<file path="src/rtl/nones_word_gen.sv">
// nones_word_gen: enumerates every Width-bit word holding exactly k ones,
// in ascending order, over a valid/ready stream with sequence numbering.
module nones_word_gen #(
  parameter int Width    = 8,
  parameter int KWidth   = 5,
  parameter int SeqWidth = 16
) (
  input  logic                clk_i,
  input  logic                rst_ni,
  input  logic                start_i,
  input  logic [KWidth-1:0]   k_i,
  output logic                busy_o,
  output logic [Width-1:0]    word_o,
  output logic                valid_o,
  input  logic                ready_i,
  output logic                last_o,
  output logic [SeqWidth-1:0] seq_o,
  output logic                done_o,
  output logic                err_o
);

  localparam int CW = $clog2(Width + 2) + 1;
  localparam logic [KWidth-1:0] WK = KWidth'(Width);

  typedef enum logic [1:0] {
    IDLE,
    EMIT,
    DONE
  } state_e;

  state_e              state_q, state_d;
  logic [KWidth-1:0]   k_q, k_d;
  logic [Width-1:0]    word_q, word_d;
  logic [SeqWidth-1:0] seq_q, seq_d;
  logic                err_q, err_d;

  logic [Width-1:0]    top;
  logic [Width-1:0]    nxt;
  logic [CW-1:0]       ctz;
  logic [CW-1:0]       sh;
  logic [Width:0]      v, c, r, x;
  logic                is_last;

  function automatic logic [Width-1:0] low_ones(logic [KWidth-1:0] k);
    return Width'(((Width+1)'(1) << k) - (Width+1)'(1));
  endfunction

  // Final word of the run: k ones packed against the MSB.
  always_comb begin
    top = low_ones(k_q) << (WK - k_q);
  end

  // Index of the lowest set bit; lower bits win.
  always_comb begin
    ctz = '0;
    for (int i = Width - 1; i >= 0; i--) begin
      if (word_q[i]) ctz = CW'(i);
    end
  end

  // Next word with the same popcount, one bit wider so the carry survives.
  always_comb begin
    v   = {1'b0, word_q};
    c   = v & (-v);
    r   = v + c;
    sh  = ctz + CW'(2);
    x   = (v ^ r) >> sh;
    nxt = Width'(r | x);
  end

  assign is_last = (state_q == EMIT) && (word_q == top);

  // Next-state logic and datapath updates.
  always_comb begin
    state_d = state_q;
    k_d     = k_q;
    word_d  = word_q;
    seq_d   = seq_q;
    err_d   = 1'b0;
    unique case (state_q)
      IDLE: begin
        if (start_i) begin
          if (k_i > WK) begin
            err_d = 1'b1;
          end else begin
            k_d     = k_i;
            word_d  = low_ones(k_i);
            seq_d   = '0;
            state_d = EMIT;
          end
        end
      end
      EMIT: begin
        if (ready_i) begin
          if (is_last) begin
            state_d = DONE;
          end else begin
            word_d = nxt;
            seq_d  = (&seq_q) ? seq_q : seq_q + SeqWidth'(1);
          end
        end
      end
      DONE: begin
        state_d = IDLE;
      end
      default: begin
        state_d = IDLE;
      end
    endcase
  end

  // State and datapath registers.
  always_ff @(posedge clk_i or negedge rst_ni) begin
    if (!rst_ni) begin
      state_q <= IDLE;
      k_q     <= '0;
      word_q  <= '0;
      seq_q   <= '0;
      err_q   <= 1'b0;
    end else begin
      state_q <= state_d;
      k_q     <= k_d;
      word_q  <= word_d;
      seq_q   <= seq_d;
      err_q   <= err_d;
    end
  end

  assign busy_o  = (state_q != IDLE);
  assign valid_o = (state_q == EMIT);
  assign last_o  = is_last;
  assign done_o  = (state_q == DONE);
  assign err_o   = err_q;
  assign word_o  = word_q;
  assign seq_o   = seq_q;

endmodule

</file>
<file path="config.mk">
export PLATFORM = sky130hd
export DESIGN_NAME = nones_word_gen
export DESIGN_NICKNAME = d
export VERILOG_FILES = /design/src/rtl/nones_word_gen.sv
export SDC_FILE = /design/constraint.sdc
export NUM_CORES = 1
export LEC_CHECK = 0
export CAP_MARGIN = 5
export CORE_MARGIN = 1
export CORE_UTILIZATION = 45
export DETAILED_ROUTE_END_ITERATION = 12
export PLACE_DENSITY = 0.69
export REMOVE_ABC_BUFFERS = 1
export SYNTH_ARGS = -nofsm -noshare
export SYNTH_HDL_FRONTEND = slang
export SYNTH_SLANG_ARGS = --single-unit
</file>
<file path="constraint.sdc">
create_clock -name clk_i -period 3.95 [get_ports clk_i]
set_clock_uncertainty 0.2 [all_clocks]
set_input_delay 0.79 -clock clk_i [delete_from_list [all_inputs] [get_ports clk_i]]
set_output_delay 0.79 -clock clk_i [all_outputs]
set_load 0.02 [all_outputs]
</file>
=== Word level (Yosys, flattened, before mapping) ===
Cells that the tools add are included.

* Register bits: 32
* Logic and storage cells: 66
* Latch bits: 0
* Output and inout bits: 29
* Memories kept: 0
* ROM bits: 0
* Memory bits (writable): 0
* Input bits: 9

* Multiplexer cells: 27
* Add/sub/neg operators: 7
* Divide/modulo/power cells: 0
* Shift-type cells: 4
* $mul: 0
* Reduce and logical (&&, ||, !) cells: 9
* Bitwise operators: 4
* Equal/unequal tests: 9
* Order comparisons: 1

{| class="wikitable"
|+ Operator list
! operator !! number
|-
| 2-to-1 mux 16 bit || 5
|-
| 2-to-1 mux 5 bit || 7
|-
| 2-to-1 mux 8 bit || 4
|-
| case mux 16 bit (2 select lines) || 1
|-
| adder 16 x 1 -> 16 bit, second input constant || 1
|-
| case mux 8 bit (2 select lines) || 1
|-
| AND reduction 16 bit || 1
|-
| left shift 1 x 5 -> 8 bit, first input constant || 2
|-
| subtractor 8 x 2 -> 8 bit, second input constant || 2
|-
| adder 8 x 9 -> 9 bit || 1
|-
| bitwise AND 8 x 9 -> 9 bit || 1
|-
| negation 8 -> 9 bit || 1
|-
| >> shifter 9 x 5 -> 8 bit || 1
|-
| XOR 8 x 9 -> 9 bit || 1
|-
| equality test 8 bit || 1
|-
| 2-to-1 mux 2 bit || 4
|-
| != test 2 bit, second input constant || 4
|-
| OR 8 bit || 1
|-
| left shift 8 x 5 -> 8 bit || 1
|-
| AND reduction 6 bit || 1
|-
| adder 5 x 2 -> 5 bit, second input constant || 1
|-
| > comparator 5 x 4 -> 1 bit, second input constant || 1
|-
| AND reduction 5 bit || 1
|-
| subtractor 4 x 5 -> 5 bit, first input constant || 1
|-
| 12 further kinds || 16
|}

=== Depth between registers and ports, before layout ===
Gate-level depths: netlist (run 1).

* Word-level depth: 14
* Mapped depth: 17
* Depth with buffers taken out: 12

=== Worst setup path before layout (run 1) ===
No wires, ideal clock.

* Path type: reg-to-output
* Start: register k_q[2]
* End: output port last_o
* Path buffers: 2
* Setup slack: -0.563 ns
* Cell stages (with the launch flop): 14
* Data required time: 2.960 ns
* Data arrival time: 3.523 ns
* Path through: dfrtp_1 buf_4 buf_2 nor4_1 nand2_1 ha_1 or3b_2 o31ai_1 nor2_1 o31a_1 a211o_1 or3_1 or2_4 nor2_1

* Cells in the longest elaborated chain, start to end: 5
* Elaborated cells between the ends (all ways): 6
* Those cells by class: add/sub: 2; eq/ne: 1; shift: 2; reduce/logical: 1

{| class="wikitable"
|+ RTL lines
! item !! RTL line !! text
|-
| from (decl) || 32 || <nowiki>logic [KWidth-1:0] k_q, k_d;</nowiki>
|-
| from (signal assigned) || 122 || <nowiki>k_q <= k_d;</nowiki>
|-
| left shift 1 x 5 -> 8 bit || 45 || <nowiki>return Width'(((Width+1)'(1) << k) - (Width+1)'(1));</nowiki>
|-
| subtractor 8 x 2 -> 8 bit || 45 ||
|-
| left shift 8 x 5 -> 8 bit (*) || 50 || <nowiki>top = low_ones(k_q) << (WK - k_q);</nowiki>
|-
| equality test 8 bit (*) || 71 || <nowiki>assign is_last = (state_q == EMIT) && (word_q == top);</nowiki>
|-
| logical AND 1 bit (*) || 71 ||
|-
| to (decl) || 16 || <nowiki>output logic last_o,</nowiki>
|}

Every way passes the cells marked *; elsewhere a longest branch is shown, timed or not.

=== Final worst setup path (run 1) ===
* Start: register k_q[3]
* End: output port last_o

Same word-level chain as after synthesis.

==> results of run 1 <==
==> stage by stage <==
step | hold WS, ps | worst slack, ps | cell area (um^2) | TNS [ps]
global route | 378 | -473 | 3930 | -799
CTS | 339 | -411 | 3910 | -411
detailed placement | 327 | -739 | 3700 | -2200
global placement | 304 | -704 | 3700 | -1740
finish | 337 | -353 | 3930 | -353
floorplan | 294 | -501 | 2890 | -9020
==> metal layers <==
metal	share of wire	vias to the layer above	routed length, um	track usage
met1	0.47	1561	4060	0.361
li1	-	1605	-	-
met4	0.017	0	148	0.0596
met3	0.043	19	367	0.0267
met2	0.47	103	4000	0.393
met5	0	-	0	0
==> registers in the layout (all words and copies together), names as in the netlist <==
register  cells
seq_o        16
word_o        8
k_q           5
state_q       2
err_o         1
==> kinds of logic (layout without fill, tap and decap cells) <==
logic type / count (synthesis) / count (layout) / share of synthesized area
flip-flops: 32 / 32 / 0.264
XOR/XNOR: 12 / 12 / 0.0346
adder cells (fa/ha/maj): 5 / 5 / 0.0206
buffers and inverters: 51 / 111 / 0.0713
AND/OR/NAND/NOR: 157 / 157 / 0.269
multiplexers: 14 / 14 / 0.0515
AO/OA/AOI/OAI: 135 / 135 / 0.289
==> area by class of cell <==
| type | instances | area, um^2 |
|---|---|---|
| Clock inverter | 3 | 42.5 |
| Multi-Input combinational cell | 323 | 2100 |
| Sequential cell | 32 | 801 |
| Timing Repair Buffer | 85 | 757 |
| Inverter | 18 | 67.6 |
| Tap cell | 77 | 96.3 |
| Fill cell | 580 | 2490 |
| Clock buffer | 5 | 68.8 |
==> worst max-delay path by stage <==
stage,from,endpoint,depth (start not counted)
detailed placement,k_q[4]$_DFFE_PN0P_,last_o,13
floorplan,k_q[2]$_DFFE_PN0P_,seq_o[10]$_DFFE_PN0P_,12
finish,k_q[3]$_DFFE_PN0P_,last_o,13
CTS,k_q[3]$_DFFE_PN0P_,last_o,13
global placement,k_q[4]$_DFFE_PN0P_,last_o,13
global route,k_q[3]$_DFFE_PN0P_,last_o,13
==> cell usage after synthesis (all sizes together), types with 3 or more instances <==
library cell  number
xnor2              5
a211oi             3
mux2              10
inv               18
dfrtp             32
or3                9
nor2              29
or2                4
clkbuf            18
a21o               4
a31oi             10
and2               5
buf               15
or4                4
nor4b              3
nor3b              3
nor3              11
o211ai            11
mux2i              4
o221ai             3
nor2b              8
nand2             45
and3               3
ha                 5
o21ai             33
o31ai             12
nand3             17
o22ai              3
nand2b             6
nor4               3
xor2               7
a21oi             32
==> power by group <==
part	leakage (uW)	total [uW]	switching, uW	internal (uW)
combinational	0.00114	2410	1240	1160
sequential	0.000405	531	126	406
clock	0.0000541	315	128	187
==> cell usage in the layout, fill, tap and decap left out, types with 4 or more instances in the layout <==
| master | synthesis | layout |
|---|---|---|
| nand2b_1 | 6 | 6 |
| dfrtp_1 | 32 | 32 |
| nor3_1 | 11 | 11 |
| or3_1 | 9 | 7 |
| or4_1 | 4 | 4 |
| a21oi_1 | 32 | 32 |
| nand3_1 | 17 | 17 |
| buf_4 | 1 | 46 |
| a21o_1 | 4 | 4 |
| nor2b_1 | 8 | 8 |
| clkbuf_8 | 0 | 5 |
| xnor2_1 | 5 | 5 |
| nor2_1 | 29 | 27 |
| mux2i_1 | 4 | 4 |
| inv_1 | 17 | 17 |
| o211ai_1 | 11 | 11 |
| ha_1 | 5 | 4 |
| o21ai_0 | 31 | 30 |
| a31oi_1 | 9 | 9 |
| mux2_2 | 9 | 8 |
| and2_1 | 5 | 5 |
| o31ai_1 | 12 | 11 |
| nand2_1 | 45 | 43 |
| clkdlybuf4s50_1 | 0 | 36 |
| xor2_1 | 7 | 7 |
==> what timing repair did <==
| action | in CTS | in global routing |
|---|---|---|
| buffers inserted | 2 | 1 |
| hold buffers | 0 | 0 |
| hold endpoints to repair | 0 | 0 |
| endpoints found under the setup margin | 9 | 10 |
| resized for setup | 20 | 3 |
| pin swaps | 10 | 7 |
==> flow_metrics.env, run 1 <==
export IMPL_violations="DRC, setup timing"
export IMPL_status="finished with violations"
export IMPL_routabilityCongestion=0.901
export IMPL_die_h_um=84.1
export IMPL_final_min_clock_period_ps=4300
export IMPL_drtIter0Drc=244
export IMPL_track_usage=0.248
export IMPL_finalHoldViolCount=0
export IMPL_powerDensity_nw_per_um2=828
export IMPL_clock_tree_buffer_depth=2
export IMPL_synth_seq_cells=32
export IMPL_critPathBufInv=2
export IMPL_worst_slack_ps=-353
export IMPL_crit_family="simple AND/OR/NAND/NOR gates"
export IMPL_antenna_cells=0
export IMPL_die_area_um2=7080
export IMPL_clock_latency_ps=280
export IMPL_worstPathRequired_ps=2960
export IMPL_max_slew_margin_rel=0.483
export IMPL_async_reset_ff_frac=1.00
export IMPL_seq_area_frac_synth=0.264
export IMPL_fin_crit_sh=1.09
export IMPL_drt_pass1_iter_count=9
export IMPL_clock_root_buffer="clkbuf_8"
export IMPL_crit_chain="nor4_2 > buf_4 > nand2_4 > ha_4 > or3b_4 > o31ai_4 > nor2_2 > o31a_1 > a211o_1 > or3_4 > or2_4 > nor2_4 > buf_6"
export IMPL_netlist_area_um2=3030
export IMPL_worst_pin_slew_ps=769
export IMPL_r2r_end="word_o[6]$_DFFE_PN0P_"
export IMPL_critPathMaxStageDelay_ps=390
export IMPL_path_class="reg -> out"
export IMPL_drt_total_wl_um=8570
export IMPL_holdPathEnd="seq_o[5]$_DFFE_PN0P_"
export IMPL_drtAntennaViolNets=0
export IMPL_start_util=0.472
export IMPL_htree_levels=2
export IMPL_grt_pass1_vias=2981
export IMPL_synth_area_top_cells="dfrtp_1 (26%), nand2_1 (5.6%), a21oi_1 (5.3%)"
export IMPL_dp_cells=532
export IMPL_ys_dominant_reg_cell="dfrtp_1"
export IMPL_worstPathMaxFanout=3
export IMPL_rsz0062_at_grt="yes"
export IMPL_setup_viol=1
export IMPL_regToRegStartpoint="k_q[3]$_DFFE_PN0P_"
export IMPL_power_uw=3250
export IMPL_p_leak_uw=0.00160
export IMPL_worst_setup_path_end_kind="output port"
export IMPL_overflow=0
export IMPL_antenna_found_initial=0
export IMPL_hp_start="seq_o[5]$_DFFE_PN0P_"
export IMPL_drive_above_1_share=0.191
export IMPL_r2r_slack_ps=60
export IMPL_post_route_util=0.612
export IMPL_io_pins=38
export IMPL_grt_pass1_wl_um=14300
export IMPL_syn_to_final_growth_pct=29.5
export IMPL_clk_pin_slew_worst_paths_ps=70
export IMPL_hold_path_class="reg -> reg"
export IMPL_drv_slew=0
export IMPL_cts_made_buffers=5
export IMPL_synth_edf_count=0
export IMPL_route_vias_total=3288
export IMPL_synth_largest_area_cell="dfrtp_1"
export IMPL_wl_per_cell_um=15.8
export IMPL_holdPathStages=1
export IMPL_layout_nets=479
export IMPL_detailed_place_hpwl_um=6040
export IMPL_ys_warn_count=0
export IMPL_synth_top_area_frac=0.264
export IMPL_reg2reg_depth=15
export IMPL_syn_instance_count=406
export IMPL_drv_cap=0
export IMPL_clock_sinks=32
export IMPL_peakVddDrop_mv=0.351
export IMPL_post_layout_nonfiller_instances=543
export IMPL_slowest_stage="dfrtp_1"
export IMPL_std_cell_rows=29
export IMPL_drc=2
export IMPL_cts_tree="yes"
export IMPL_viasPerCell=6.06
export IMPL_core_area_um2=6420
export IMPL_port_buffer_count=37
export IMPL_postSynthAreaPerCell_um2=7.47
export IMPL_die_w_um=84.1
export IMPL_ys_types=65
export IMPL_max_freq_ghz=0.232
export IMPL_cp_start_kind="flop"
export IMPL_arrival_ps=3310
export IMPL_grt_max_degree=33
Power figures use the tool's default switching activity.
==> run 2, diff against run 1 <==
- CTS_BUF_LIST: default -> sky130_fd_sc_hd__clkbuf_8 sky130_fd_sc_hd__clkbuf_16
- RECOVER_POWER: default -> 50
==> run 2 against run 1 <==
Against the previous run:
- the run ends with DRC, capacitance limit, slew limit, setup timing left
- critical path type unchanged
- power hardly changed
- global-route usage stayed put
- highest routed layer unchanged
- die area did not move
- sequential share of layout area about the same
- fmax is essentially flat
- critical path depth is the same
- clock-buffer cell count stayed put
==> flow_metrics.env, run 2 (synthesis gave the netlist of run 1 again) <==
export IMPL_status="finished with violations"
export IMPL_violations="DRC, capacitance limit, slew limit, setup timing"
export IMPL_top_layer="met4"
export IMPL_core_area_um2=6420
export IMPL_rsz0062_at_grt="yes"
export IMPL_combPwrFrac=0.740
export IMPL_p_sw_frac=0.462
export IMPL_clock_root_buffer="clkbuf_8"
export IMPL_slowest_stage="dfrtp_1"
export IMPL_crit_family="simple AND/OR/NAND/NOR gates"
export IMPL_design_area_um2=3930
export IMPL_route_vias_total=3262
export IMPL_grt_max_degree=33
export IMPL_placed_area_um2=3700
export IMPL_wl_met1_um=4060
export IMPL_wl_per_cell_um=15.8
export IMPL_syn_to_final_growth_pct=29.4
export IMPL_htree_levels=2
export IMPL_port_buffer_count=37
export IMPL_layout_nets=479
export IMPL_ctsHoldBuffers=0
export IMPL_drtAntennaViolNets=0
export IMPL_multi_input_area_um2=2100
export IMPL_drv_cap=1
export IMPL_grt_pass1_vias=2981
export IMPL_grt_pass1_wl_um=14300
export IMPL_final_min_clock_period_ps=4310
export IMPL_clock_tree_buffer_depth=2
export IMPL_worst_slack_ps=-355
export IMPL_post_route_util=0.611
export IMPL_critPathMaxStageDelay_ps=390
export IMPL_p_switching_uw=1500
export IMPL_detailed_place_hpwl_um=6040
export IMPL_cp_startpoint="k_q[3]$_DFFE_PN0P_"
export IMPL_clock_latency_ps=280
export IMPL_path_class="reg -> out"
export IMPL_worstPathMaxFanout=3
export IMPL_drt_pass1_iter_count=9
export IMPL_start_util=0.472
export IMPL_hold_path_class="reg -> reg"
export IMPL_critPathBufInv=2
export IMPL_power_uw=3260
export IMPL_p_leak_uw=0.00162
export IMPL_fillCellCount=582
export IMPL_internal_power_uw=1750
export IMPL_std_cell_rows=29
export IMPL_worst_pin_slew_ps=1740
export IMPL_antenna_cells=0
export IMPL_route_met3_wl_um=402
export IMPL_antenna_found_initial=0
export IMPL_worstPathRequired_ps=2960
export IMPL_die_area_um2=7080
export IMPL_final_seq_area_um2=801
export IMPL_die_h_um=84.1
export IMPL_die_w_um=84.1
export IMPL_powerDensity_nw_per_um2=829
export IMPL_track_usage=0.248
export IMPL_arrival_ps=3320
export IMPL_peakVddDrop_mv=0.353
export IMPL_largest_reg_flops=16
export IMPL_hp_start="seq_o[5]$_DFFE_PN0P_"
export IMPL_drtIter0Drc=214
export IMPL_clkPwrFrac=0.097
export IMPL_clock_sinks=32
export IMPL_routabilityCongestion=0.901
export IMPL_regToRegStartpoint="k_q[3]$_DFFE_PN0P_"
export IMPL_viasPerCell=6.01
export IMPL_setup_viol=1
export IMPL_power_frac_seq=0.163
export IMPL_io_pins=38
export IMPL_fin_crit_sh=1.09
export IMPL_worst_setup_path_end_kind="output port"
export IMPL_overflow=0
export IMPL_final_common_cell="buf_4"
export IMPL_dr_wl_met2_um=4010
export IMPL_cp_start_kind="flop"
export IMPL_crit_chain="nor4_2 > buf_4 > nand2_4 > ha_4 > or3b_4 > o31ai_4 > nor2_2 > o31a_1 > a211o_1 > or3_4 > or2_4 > nor2_4 > buf_6"
export IMPL_drt_total_wl_um=8590
export IMPL_layout_common_cells="buf_4 (45), nand2_1 (43), a21oi_1 (32), dfrtp_1 (32), o21ai_0 (30)"
export IMPL_max_freq_ghz=0.232
export IMPL_drc=2
export IMPL_finalHoldViolCount=0
export IMPL_clk_pin_slew_worst_paths_ps=70
export IMPL_cts_made_buffers=5
export IMPL_drv_slew=33
export IMPL_drive_above_1_share=0.189
export IMPL_max_slew_margin_rel=-0.160
export IMPL_cts_tree="yes"
export IMPL_dp_slack_ps=-739
## run 2: cell types whose count changed in the layout (fill, tap and decap cells not counted)
cell / change
buf_4: -1
clkdlybuf4s50_1: -11
dlygate4sd3_1: +11
clkbuf_1: +1
## run 2: stage by stage
stage          instances  setup TNS (ps)  hold slack, ps
4_1_cts              542            -411             339
3_5_place_dp         532           -2200             327
6_report             543            -355             337
2_1_floorplan        373           -9020             294
5_1_grt              543            -799             376
3_3_place_gp         532           -1740             304
## run 2: what timing repair did
action,CTS,global route
resized for setup,20,3
pin swaps,10,7
buffers inserted,2,1
cloned,0,0
endpoints found under the setup margin,9,10
## run 2: final cells by class
class / instances / share of cell area
Multi-Input combinational cell: 323 / 0.534
Sequential cell: 32 / 0.204
Timing Repair Buffer: 85 / 0.192
Tap cell: 77 / 0.0245
Clock buffer: 5 / 0.0175
Inverter: 18 / 0.0172
Clock inverter: 3 / 0.0108
## run 2: worst paths after layout
| path | endpoint | slack, ps | cells past startpoint |
|---|---|---|---|
| worst max register to register | word_o[6]$_DFFE_PN0P_ | 60 | 15 |
| worst min register to register | seq_o[5]$_DFFE_PN0P_ | 340 | 1 |
| worst max-delay path | last_o | -360 | 13 |
| worst min-delay path | seq_o[5]$_DFFE_PN0P_ | 340 | 1 |
| min in group asynchronous | seq_o[15]$_DFFE_PN0P_ | 1300 | 2 |
| max in group asynchronous | err_o$_DFF_PN0_ | 1250 | 2 |
## run 2: routing by layer
metal,global-route usage,vias up
met2,0.393,102
met1,0.361,1544
li1,-,1603
met4,0.0596,0
met5,0,-
met3,0.0267,13
## run 2: power by group through the flow
stage | logic [uW] | registers, uW | clock network, uW
final | 2410 | 532 | 315
after global routing | 2620 | 544 | 337
after CTS | 2350 | 525 | 320
after detailed placement | 2220 | 530 | 0
after global placement | 2200 | 527 | 0
after floorplan | 1210 | 671 | 0
==> run 3, diff against run 2 <==
- CTS_CLUSTER_DIAMETER: default -> 80
==> results of run 3 <==
Same layout as run 2: the final DEF is identical, and so are final timing and power.
